$ cat src/rtl/cpu_mux_pkg.sv
// Shared definitions for the CPU datapath channel merger (mux_arb_n).
// Holds the channel-count ceiling and the rotate-and-find-first-set
// search used by the grant picker.
package cpu_mux_pkg;

    localparam int MUX_MAX_CH = 16;
    localparam int MUX_IDX_W  = 4;

    // Returns {found, index}. Scans channels start, start+1, ... modulo n
    // and reports the first one whose request bit is set. start must be < n.
    function automatic logic [MUX_IDX_W:0] rr_find_first(
        input logic [MUX_MAX_CH-1:0] req,
        input logic [MUX_IDX_W-1:0]  start,
        input logic [MUX_IDX_W:0]    n
    );
        logic                 found;
        logic [MUX_IDX_W-1:0] idx;
        logic [MUX_IDX_W:0]   pos;
        found = 1'b0;
        idx   = '0;
        for (int k = 0; k < MUX_MAX_CH; k++) begin
            pos = {1'b0, start} + (MUX_IDX_W+1)'(k);
            if (pos >= n) begin
                pos = pos - n;
            end
            if (!found && ((MUX_IDX_W+1)'(k) < n) && req[pos[MUX_IDX_W-1:0]]) begin
                found = 1'b1;
                idx   = pos[MUX_IDX_W-1:0];
            end
        end
        return {found, idx};
    endfunction

endpackage

$ cat src/rtl/mux_arb_rr_pick.sv
// Combinational grant picker: given per-channel requests and a start
// pointer, returns the first requesting channel at or after the pointer
// (wrapping) and a flag saying whether any channel was found.
module mux_arb_rr_pick
    import cpu_mux_pkg::*;
#(
    parameter int NUM_CH = 4,
    parameter int SEL_W  = 2
)(
    input  logic [NUM_CH-1:0] i_req,
    input  logic [SEL_W-1:0]  i_start,
    output logic [SEL_W-1:0]  o_grant,
    output logic              o_found
);

    logic [MUX_MAX_CH-1:0] w_req;
    logic [MUX_IDX_W-1:0]  w_start;
    logic [MUX_IDX_W:0]    w_res;

    // Widen requests and pointer to the package search width, then search.
    always_comb begin
        w_req                = '0;
        w_req[NUM_CH-1:0]    = i_req;
        w_start              = '0;
        w_start[SEL_W-1:0]   = i_start;
        w_res                = rr_find_first(w_req, w_start, (MUX_IDX_W+1)'(NUM_CH));
    end

    assign o_found = w_res[MUX_IDX_W];
    assign o_grant = SEL_W'(w_res[MUX_IDX_W-1:0]);

endmodule

$ cat src/rtl/mux_arb_n.sv
// mux_arb_n: merges NUM_CH valid/ready channels onto one registered
// output stream. Arbitration mode picks a requester; forced mode behaves
// like a registered plain mux on force_sel.
// Build option MUX_ARB_RR_EN: defined -> round-robin grant with rr_ptr;
// undefined -> fixed priority, lowest requesting index wins.
//
// Handshake: a word moves when valid && ready are both high at a rising
// edge; valid never waits on ready, and a producer holding valid keeps its
// data stable until accepted. The output register may accept a new word
// whenever it is empty or being drained in the same cycle (load_ok), which
// gives one word per cycle at full throughput.
module mux_arb_n
    import cpu_mux_pkg::*;
#(
    parameter  int WIDTH  = 32,
    parameter  int NUM_CH = 4,
    localparam int SEL_W  = $clog2(NUM_CH)
)(
    input  logic                    clk,
    input  logic                    rst_n,
    input  logic [NUM_CH-1:0]       in_valid,
    input  logic [NUM_CH*WIDTH-1:0] in_data,
    output logic [NUM_CH-1:0]       in_ready,
    input  logic                    force_en,
    input  logic [SEL_W-1:0]        force_sel,
    output logic                    out_valid,
    output logic [WIDTH-1:0]        out_data,
    output logic [SEL_W-1:0]        out_sel,
    input  logic                    out_ready
);

    logic              r_out_valid;
    logic [WIDTH-1:0]  r_out_data;
    logic [SEL_W-1:0]  r_out_sel;

    logic              w_load_ok;
    logic [SEL_W-1:0]  w_start;
    logic [SEL_W-1:0]  w_pick_grant;
    logic              w_pick_found;
    logic              w_force_valid;
    logic [SEL_W-1:0]  w_grant;
    logic              w_grant_vld;
    logic              w_xfer;
    logic [WIDTH-1:0]  w_sel_data;

    assign w_load_ok = !r_out_valid || out_ready;

`ifdef MUX_ARB_RR_EN
    logic [SEL_W-1:0]  r_rr_ptr;

    // Pointer advances past the channel just served; forced-mode transfers
    // leave it alone so arbitration resumes where it left off.
    always_ff @(posedge clk or negedge rst_n) begin
        if (!rst_n) begin
            r_rr_ptr <= '0;
        end else if (w_xfer && !force_en) begin
            r_rr_ptr <= (w_grant == SEL_W'(NUM_CH-1)) ? '0 : w_grant + SEL_W'(1);
        end
    end

    assign w_start = r_rr_ptr;
`else
    assign w_start = '0;
`endif

    mux_arb_rr_pick #(
        .NUM_CH (NUM_CH),
        .SEL_W  (SEL_W)
    ) u_pick (
        .i_req   (in_valid),
        .i_start (w_start),
        .o_grant (w_pick_grant),
        .o_found (w_pick_found)
    );

    // Forced channel is eligible only if it exists and is requesting;
    // an out-of-range force_sel matches no channel and grants nothing.
    always_comb begin
        w_force_valid = 1'b0;
        for (int i = 0; i < NUM_CH; i++) begin
            if (force_sel == SEL_W'(i)) begin
                w_force_valid = in_valid[i];
            end
        end
    end

    // Grant selection depends only on in_valid, the pointer and the mode.
    always_comb begin
        w_grant     = '0;
        w_grant_vld = 1'b0;
        if (force_en) begin
            w_grant     = force_sel;
            w_grant_vld = w_force_valid;
        end else begin
            w_grant     = w_pick_grant;
            w_grant_vld = w_pick_found;
        end
    end

    assign w_xfer = rst_n && w_load_ok && w_grant_vld;

    // One-hot accept for the granted channel, all zero when no transfer.
    always_comb begin
        in_ready = '0;
        for (int i = 0; i < NUM_CH; i++) begin
            in_ready[i] = w_xfer && (w_grant == SEL_W'(i));
        end
    end

    // Data mux for the granted channel.
    always_comb begin
        w_sel_data = '0;
        for (int i = 0; i < NUM_CH; i++) begin
            if (w_grant == SEL_W'(i)) begin
                w_sel_data = in_data[i*WIDTH +: WIDTH];
            end
        end
    end

    // Output register: load on transfer (even while draining), clear on a
    // drain with nothing new, otherwise hold.
    always_ff @(posedge clk or negedge rst_n) begin
        if (!rst_n) begin
            r_out_valid <= 1'b0;
            r_out_data  <= '0;
            r_out_sel   <= '0;
        end else if (w_xfer) begin
            r_out_valid <= 1'b1;
            r_out_data  <= w_sel_data;
            r_out_sel   <= w_grant;
        end else if (out_ready) begin
            r_out_valid <= 1'b0;
        end
    end

    assign out_valid = r_out_valid;
    assign out_data  = r_out_data;
    assign out_sel   = r_out_sel;

endmodule

$ cat config.mk
export PLATFORM = sky130hd
export DESIGN_NAME = mux_arb_n
export DESIGN_NICKNAME = d
export VERILOG_FILES = /design/src/rtl/cpu_mux_pkg.sv /design/src/rtl/mux_arb_rr_pick.sv /design/src/rtl/mux_arb_n.sv
export SDC_FILE = /design/constraint.sdc
export NUM_CORES = 1
export LEC_CHECK = 0
export CAP_MARGIN = 20
export CORE_MARGIN = 4
export CORE_UTILIZATION = 39
export CTS_CLUSTER_DIAMETER = 40
export DETAILED_ROUTE_END_ITERATION = 8
export GPL_TIMING_DRIVEN = 1
export PLACE_DENSITY = 0.85
export SETUP_SLACK_MARGIN = 0.05
export SYNTH_ARGS = -nofsm -noshare
export SYNTH_HDL_FRONTEND = slang
export SYNTH_HIERARCHICAL = 1
export SYNTH_SLANG_ARGS = --single-unit
$ cat constraint.sdc
create_clock -name clk -period 3.54 [get_ports clk]
set_input_delay 0.354 -clock clk [delete_from_list [all_inputs] [get_ports clk]]
set_output_delay 0.354 -clock clk [all_outputs]
set_load 0.01 [all_outputs]
Yosys cells after proc, flatten, opt, wreduce, memory -nomap -nowiden:

Cells that the tools add are included.

* add/subtract/negate cells: 0
* multiply operators: 0
* div/mod/pow operators: 0
* magnitude comparators: 0
* eq/ne operators: 6
* shift operators: 0
* multiplexer cells: 19
* bitwise operators: 0
* reduce and logical (&&, ||, !) cells: 17

Operators with widths (count)
* 2-to-1 mux 32 bit: 4
* 2-to-1 mux 1 bit: 12
* logical AND 1 bit: 9
* == test 2 bit (second input constant): 4
* 2-to-1 mux 2 bit: 3
* == test 2 x 1 -> 1 bit (second input constant): 2
* zero test 1 bit: 4
* zero test 2 bit: 2
* nonzero test 2 bit: 1
* logical OR 1 bit: 1

* register bits: 35
* bits in latches: 0
* bits in writable memories: 0
* bits in read-only memories: 0
* input bits: 138
* output and inout port bits: 39
* word-level logic and storage cells: 45
* memories kept: 0

Depth between registers and ports, before layout:

Gate-level depths: netlist (run 1).

* depth after elaboration: 16
* mapped depth: 14
* mapped depth without buffers: 10

Modules after synthesis:

Netlist (run 1), hierarchy kept.

Modules (own cells, without submodules)
* mux_arb_n: times used 1, cells each 131, area an instance 2240.9 um^2, seq. area each 875.8 um^2
* mux_arb_rr_pick: times used 1, cells each 38, area an instance 316.6 um^2, seq. area each 0.0 um^2

Least setup slack after synthesis (run 1):

OpenSTA, ideal clock, no wires.

* kind: input to output
* from: in in_valid[2]
* to: out in_ready[0]
* data arrival time: 2152 ps
* required time: 3186 ps
* slack: 1034 ps
* cell stages on the path: 6
* path buffers: 1
* cells stage by stage: mux4_2 o22a_1 a221o_1 mux2_4 buf_2 nor3_1

* word-level cells in the longest chain between the ends: 8
* elaborated cells on any way between the ends: 14
* those cells by class: 8 x mux; 6 x reduce/logical

Ends and longest elaborated chain
* start, declared: line mux_arb_n.sv:21 `input logic [NUM_CH-1:0] in_valid,`
* logical AND 1 bit (*): line cpu_mux_pkg.sv:26 `if (!found && ((MUX_IDX_W+1)'(k) < n) && req[pos[MUX_IDX_W-1:0]]) begin`
* 2-to-1 mux 1 bit: line cpu_mux_pkg.sv:26
* zero test 1 bit: line cpu_mux_pkg.sv:26
* logical AND 1 bit: line cpu_mux_pkg.sv:26
* 2-to-1 mux 2 bit (*): line cpu_mux_pkg.sv:26
* net w_pick_grant[1]: line mux_arb_n.sv:38 `logic [SEL_W-1:0] w_pick_grant;`
* 2-to-1 mux 2 bit (*): line mux_arb_n.sv:91 `if (force_en) begin`
* zero test 2 bit (*): line mux_arb_n.sv:106 `in_ready[i] = w_xfer && (w_grant == SEL_W'(i));`
* logical AND 1 bit (*): line mux_arb_n.sv:106
* end, declared: line mux_arb_n.sv:23 `output logic [NUM_CH-1:0] in_ready,`

Mark *: on every way through the listed nets, which the timed path passes. The rest lies on a longest branch.

Worst setup path after layout (run 1):

* from: in in_valid[2]
* to: out in_ready[1]

* word-level cells in the longest chain between the ends: 8
* elaborated cells on any way between the ends: 14
* those cells by class: 1 x eq/ne; 8 x mux; 5 x reduce/logical

Ends and longest elaborated chain (line)
* logical AND 1 bit (*): cpu_mux_pkg.sv:26
* 2-to-1 mux 1 bit: cpu_mux_pkg.sv:26
* zero test 1 bit: cpu_mux_pkg.sv:26
* logical AND 1 bit: cpu_mux_pkg.sv:26
* 2-to-1 mux 2 bit (*): cpu_mux_pkg.sv:26
* net w_pick_grant[1]: mux_arb_n.sv:38
* 2-to-1 mux 2 bit (*): mux_arb_n.sv:91
* == test 2 x 1 -> 1 bit (*): mux_arb_n.sv:106
* logical AND 1 bit (*): mux_arb_n.sv:106

Marked as above.

==> results of run 1 <==
cell usage in the layout (no fill, tap or decap):
cell | synthesis | final
o211ai_1 | 1 | 1
buf_2 | 7 | 1
clkdlybuf4s50_1 | 0 | 175
ha_1 | 4 | 4
nand4b_1 | 1 | 1
a211o_1 | 3 | 3
a21boi_0 | 1 | 1
nand2_4 | 1 | 1
buf_4 | 1 | 9
inv_1 | 5 | 5
mux2_4 | 6 | 6
mux2_2 | 29 | 29
nand2_1 | 4 | 4
a21oi_2 | 1 | 1
a211oi_1 | 2 | 2
conb_1 | 1 | 16
dfrtp_1 | 35 | 35
and2_1 | 1 | 1
mux2i_1 | 8 | 8
o22ai_1 | 1 | 1
a21oi_1 | 1 | 1
nor3b_1 | 1 | 1
mux4_1 | 3 | 3
o22a_1 | 1 | 1
nor3_1 | 4 | 4
nor4_1 | 1 | 1
nand3_1 | 2 | 2
a32oi_1 | 1 | 1
clkbuf_8 | 0 | 5
o21ai_0 | 1 | 1
nand2b_1 | 3 | 3
o21ai_4 | 1 | 1
mux4_2 | 31 | 31
a221o_1 | 1 | 1
clkinv_2 | 0 | 3
o21a_1 | 1 | 1
flip-flops by register name, indices dropped and copies added (netlist names):
signal     cells
out_valid      1
out_data      32
out_sel        2
through the flow:
stage / hold WS (ns) / worst slack [ns]
after detailed placement: 0.451 / 0.177
after global placement: 0.438 / 0.235
final: 0.123 / 0.159
after global routing: 0.170 / 0.0592
after CTS: 0.147 / 0.157
after floorplan: 0.0584 / 1.03
kinds of logic after synthesis:
logic type / Yosys count
compound gates: 16
simple gates: 18
other cells: 1
fa+ha+maj: 4
buf+inv: 18
flops: 35
mux: 77
metal layers:
layer / vias to the layer above / part of all wire (%)
met5: - / 0
li1: 1063 / -
met2: 105 / 53
met3: 6 / 11
met1: 1098 / 35
met4: 0 / 0.98
worst max-delay path, stage by stage:
cell and delay [ns]:
clkdlybuf4s50_1 0.41, mux4_2 0.49, o22a_1 0.23, a221o_1 0.35, mux2_4 0.38, nor3_1 0.24, clkdlybuf4s50_1 0.57
worst min path at each step:
stage | startpoint | end | depth (start not counted)
final | rst_n | out_valid$_DFFE_PN0P_ | 2
after global routing | rst_n | out_valid$_DFFE_PN0P_ | 2
after CTS | rst_n | out_valid$_DFFE_PN0P_ | 2
after detailed placement | rst_n | out_valid$_DFFE_PN0P_ | 2
after global placement | rst_n | out_data[7]$_DFFE_PN0P_ | 2
after floorplan | rst_n | out_data[0]$_DFFE_PN0P_ | 0
power groups by stage:
stage	Clock [mW]	Combinational, mW	Sequential (mW)
6_report	0.274	0.937	0.603
3_5_place_dp	0	0.946	0.613
5_1_grt	0.306	0.997	0.622
2_1_floorplan	0	0.361	0.676
3_3_place_gp	0	0.927	0.604
4_1_cts	0.281	0.948	0.604
layout make-up:
cell class | instances | area [um2]
timing repair buffer | 185 | 1820
clock inverter | 3 | 15.0
tap | 77 | 96.3
inverter | 5 | 18.8
multi-input combinational | 131 | 1620
clock buffer | 5 | 68.8
fill | 476 | 1830
sequential | 35 | 876
==> results.json, run 1 <==
{
  "status": "finished clean",
  "worstSetupStartpointType": "input port",
  "ir_drop_uv": 245,
  "grt_pass1_vias": 2515,
  "die_w_um": 89.0,
  "fin_area_um2": 4520,
  "synth_cell_type_count": 34,
  "cts_max_level": 2,
  "fin_tns_setup_ns": 0,
  "core-area_um2": 6350,
  "pwr-share-seq_pct": 33.2,
  "hpwl_mm": 6.83,
  "cts_hold_buf": 0,
  "fin_crit_sh_pct": 95.5,
  "reg2reg_depth": 4,
  "post_drt_wl_per_cell_um": 18.4,
  "synth_xor_area_share_pct": 0,
  "viasPerCell": 5.15,
  "p_per_area_nw_per_um2": 401,
  "path_max_fanout": 14,
  "yosys_warnings": 6,
  "port_buffers": 176,
  "synth-adder-area-share_pct": 1.96,
  "period_minus_slack_ns": 3.38,
  "design.die.area_um2": 7920,
  "rr_startpoint": "out_valid$_DFFE_PN0P_",
  "clock.fmax_mhz": 296,
  "rsz0062_at_grt": "false",
  "cts_sinks": 35,
  "yosysMostFrequentCell": "dfrtp_1",
  "cts_buffers": 5,
  "ys_seq_area_share_pct": 34.2,
  "vias": 2272,
  "cap_violations": 0,
  "ctsRootBufferMaster": "clkbuf_8",
  "synth_edf_count": 0,
  "yosys.area.top_type": "dfrtp_1",
  "die_h_um": 89.0,
  "place_area_um2": 4440,
  "cts_tree": "done",
  "finalPower_mw": 1.81,
  "syn_inst": 169,
  "synthMuxAreaShare_pct": 49.8,
  "dp.cells": 433,
  "crit_path_end": "in_ready[1]",
  "grt_max_degree": 36,
  "grt_pass1_wl_mm": 12.2,
  "antenna_found_initial": 0,
  "final-max-slew-violation-count": 0,
  "synth_top_family_by_area": "multiplexers",
  "grt_usage_pct": 20.1,
  "post_synth_and_or_nand_nor_area_fraction_pct": 4.06,
  "drive_gt1_share_pct": 23.9,
  "netlist_area_um2": 2560,
  "path_clk_slew_ns": 0.07,
  "stdcell_count": 441,
  "synth_flop_cell": "dfrtp_1",
  "syn-mean-instance-area_um2": 15.1,
  "setup-violations-final": 0,
  "drtPass1Iterations": 4,
  "drcViolationCount": 0,
  "grt_busiest_layer": "met2",
  "clockBufferDepth": 2,
  "r2r-end": "out_data[24]$_DFFE_PN0P_",
  "netSwitchingPower_uw": 526,
  "power_frac_clock_pct": 15.1,
  "rrSetupSlack_ns": 2.02,
  "grt_overflow": 0,
  "skew_ns": 0.00220,
  "end_kind": "output pin",
  "hold_viol_final": 0,
  "crit_start": "in_valid[2]",
  "grtUsageMet1_pct": 22.0,
  "ys_async_sr_fraction_pct": 100,
  "syn2layout_area_growth_pct": 76.7,
  "synth_common_cells": "35 x dfrtp_1, 31 x mux4_2, 29 x mux2_2",
  "cts_resized": 0,
  "globalplace.congestion": 0.923,
  "power_frac_comb_pct": 51.7,
  "power.leakage_nw": 1.82,
  "synth_seq_cells": 35,
  "synth_area_leaders": "dfrtp_1 34%, mux4_2 27%, mux2_2 13%",
  "clk_latency_ns": 0.27,
  "drt_wl_total_mm": 8.13,
  "postRouteAntennaNets": 0,
  "num_antenna_cells": 0,
  "post-cts-setup-buffers": 0,
  "criticalPathCategory": "input port to output pin",
  "synth-compound-area-share_pct": 5.19,
  "initialDrtViolationCount": 68,
  "num_rows": 29,
  "grt_util_met2_pct": 37.4,
  "internal_power_mw": 1.29,
  "synth_top_area_share_pct": 34.2,
  "p_sw_share_pct": 29.0,
  "required_ns": 3.19,
  "critPathArrivalTime_ns": 3.03,
  "grtUsageMet3_pct": 6.91,
  "final_util_pct": 71.2,
  "min_path_type": "input port to async pin",
  "final_nets": 505,
  "start_util_pct": 40.3,
  "boundaryPins": 177
}
(Power assumes the default switching activity.)
==> inputs of run 2 (changes only) <==
--- a/config.mk
+++ b/config.mk
@@ -11,7 +11,7 @@
 export CTS_CLUSTER_DIAMETER = 40
 export DETAILED_ROUTE_END_ITERATION = 8
 export GPL_TIMING_DRIVEN = 1
-export PLACE_DENSITY = 0.85
+export PLACE_DENSITY = 0.91
 export SETUP_SLACK_MARGIN = 0.05
 export SYNTH_ARGS = -nofsm -noshare
 export SYNTH_HDL_FRONTEND = slang
==> run 2 against run 1 <==
Compared with the run above: critical endpoint unchanged; wire length up 2.6%; register-to-register slack about the same; via count up 1.8%; highest routed layer unchanged; sequential cell count unchanged; power up 5.9%; sequential share of layout area down 0.21 points.
==> results.json, run 2 (same netlist as run 1, synthesis figures left out) <==
{
  "post-cts-setup-buffers": 0,
  "drtPass1Iterations": 4,
  "p_per_area_nw_per_um2": 420,
  "power.leakage_nw": 1.84,
  "grt_usage_pct": 20.4,
  "final_util_pct": 71.9,
  "rrSetupSlack_ns": 2.02,
  "boundaryPins": 177,
  "path_clk_slew_ns": 0.08,
  "core-area_um2": 6350,
  "fin_tns_setup_ns": 0,
  "fin_area_um2": 4570,
  "netSwitchingPower_uw": 537,
  "port_buffers": 176,
  "reg2reg_depth": 5,
  "setup-violations-final": 0,
  "power_frac_comb_pct": 48.6,
  "vias": 2312,
  "cts_sinks": 35,
  "fin_crit_sh_pct": 93.2,
  "status": "finished clean",
  "cts_resized": 0,
  "cts_hold_buf": 0,
  "syn2layout_area_growth_pct": 78.6,
  "layout_commonest_cell": "clkdlybuf4s50_1",
  "r2r-end": "out_data[19]$_DFFE_PN0P_",
  "stdcell_count": 443,
  "dp.cells": 434,
  "antenna_found_initial": 0,
  "die_h_um": 89.0,
  "drive_gt1_share_pct": 24.3,
  "power_frac_clock_pct": 19.7,
  "clock.fmax_mhz": 303,
  "crit_path_end": "in_ready[1]",
  "grt_pass1_wl_mm": 12.3,
  "drcViolationCount": 0,
  "clockBufferDepth": 2,
  "final-max-slew-violation-count": 0,
  "final_nets": 507,
  "required_ns": 3.19,
  "cts_max_level": 2,
  "hold_viol_final": 0,
  "layout_setup_ws_ns": 0.242,
  "place_area_um2": 4440,
  "drt_wl_total_mm": 8.34,
  "crit_start": "in_valid[2]",
  "grt_max_degree": 36,
  "rr_startpoint": "out_valid$_DFFE_PN0P_",
  "min_path_type": "input port to async pin",
  "rsz0062_at_grt": "false",
  "pre_cts_slack_ns": 0.199,
  "viasPerCell": 5.22,
  "ctsRootBufferMaster": "clkbuf_8",
  "skew_ns": 0.00683,
  "post_drt_wl_per_cell_um": 18.8,
  "critPathArrivalTime_ns": 2.94,
  "period_minus_slack_ns": 3.30,
  "cts_tree": "done",
  "grt_overflow": 0,
  "globalplace.congestion": 0.815,
  "num_rows": 29,
  "criticalPathCategory": "input port to output pin",
  "pwr-share-seq_pct": 31.7,
  "end_kind": "output pin",
  "start_util_pct": 40.3,
  "cap_violations": 0,
  "design.die.area_um2": 7920,
  "worstSetupStartpointType": "input port",
  "num_antenna_cells": 0,
  "initialDrtViolationCount": 91,
  "cts_buffers": 5,
  "grt_pass1_vias": 2532,
  "p_sw_share_pct": 27.9,
  "clk_latency_ns": 0.29,
  "die_w_um": 89.0,
  "path_max_fanout": 4,
  "hpwl_mm": 6.87,
  "ir_drop_uv": 294,
  "postRouteAntennaNets": 0,
  "layout_common_cells": "175 x clkdlybuf4s50_1, 35 x dfrtp_1, 31 x mux4_2, 29 x mux2_2, 16 x conb_1",
  "largest_reg_flops": 32,
  "internal_power_mw": 1.38
}
## run 2: cell types whose count changed in the layout (fill, tap and decap cells not counted), sizes merged
| cell | delta |
|---|---|
| bufinv | +1 |
| clkbuf | +1 |
| buf | +2 |
| clkinv | -2 |
## run 2: worst max-delay path, cell delays in order
cell and delay (ns):
clkdlybuf4s50_1 0.41, mux4_2 0.50, o22a_1 0.23, a221o_1 0.35, mux2_4 0.30, nor3_1 0.22, clkdlybuf4s50_1 0.57
## run 2: cell type report
type,count,area [um2]
multi-input cells,131,1620
clock inverters,2,35.0
fillers,456,1780
repair buffers,187,1840
clock buffers,6,82.6
well taps,77,96.3
inverters,5,18.8
flip-flops and latches,35,876
## run 2: power groups by stage
stage / sequential (mW) / clock [mW] / combinational [mW]
2_1_floorplan: 0.676 / 0 / 0.361
3_3_place_gp: 0.607 / 0 / 0.914
3_5_place_dp: 0.618 / 0 / 0.938
4_1_cts: 0.611 / 0.388 / 0.940
5_1_grt: 0.623 / 0.403 / 0.991
6_report: 0.610 / 0.378 / 0.933
## run 2: how the worst min path moves through the flow
stage	cells after the start	end
floorplan	0	out_data[0]$_DFFE_PN0P_
global placement	2	out_data[12]$_DFFE_PN0P_
detailed placement	2	out_sel[0]$_DFFE_PN0P_
CTS	2	out_data[30]$_DFFE_PN0P_
global route	2	out_data[7]$_DFFE_PN0P_
finish	2	out_data[30]$_DFFE_PN0P_
## run 2: layer usage
metal	track usage [%]	up-vias	share of wire (%)
met1	23.7	1107	37
met4	2.98	0	0.49
met3	4.88	8	10
li1	-	1065	-
met5	0	-	0
met2	38.8	132	52
## run 2: stage by stage
| stage | hold slack [ns] | total power, mW |
|---|---|---|
| 2_1_floorplan | 0.0584 | 1.04 |
| 3_3_place_gp | 0.486 | 1.52 |
| 3_5_place_dp | 0.473 | 1.56 |
| 4_1_cts | 0.154 | 1.94 |
| 5_1_grt | 0.197 | 2.02 |
| 6_report | 0.151 | 1.92 |
==> inputs of run 3 (changes only) <==
--- a/config.mk
+++ b/config.mk
@@ -13,6 +13,7 @@
 export GPL_TIMING_DRIVEN = 1
 export PLACE_DENSITY = 0.91
 export SETUP_SLACK_MARGIN = 0.05
+export SLEW_MARGIN = 10
 export SYNTH_ARGS = -nofsm -noshare
 export SYNTH_HDL_FRONTEND = slang
 export SYNTH_HIERARCHICAL = 1
==> results of run 3 <==
Same layout as run 2: the final DEF is identical, and so are final timing and power.
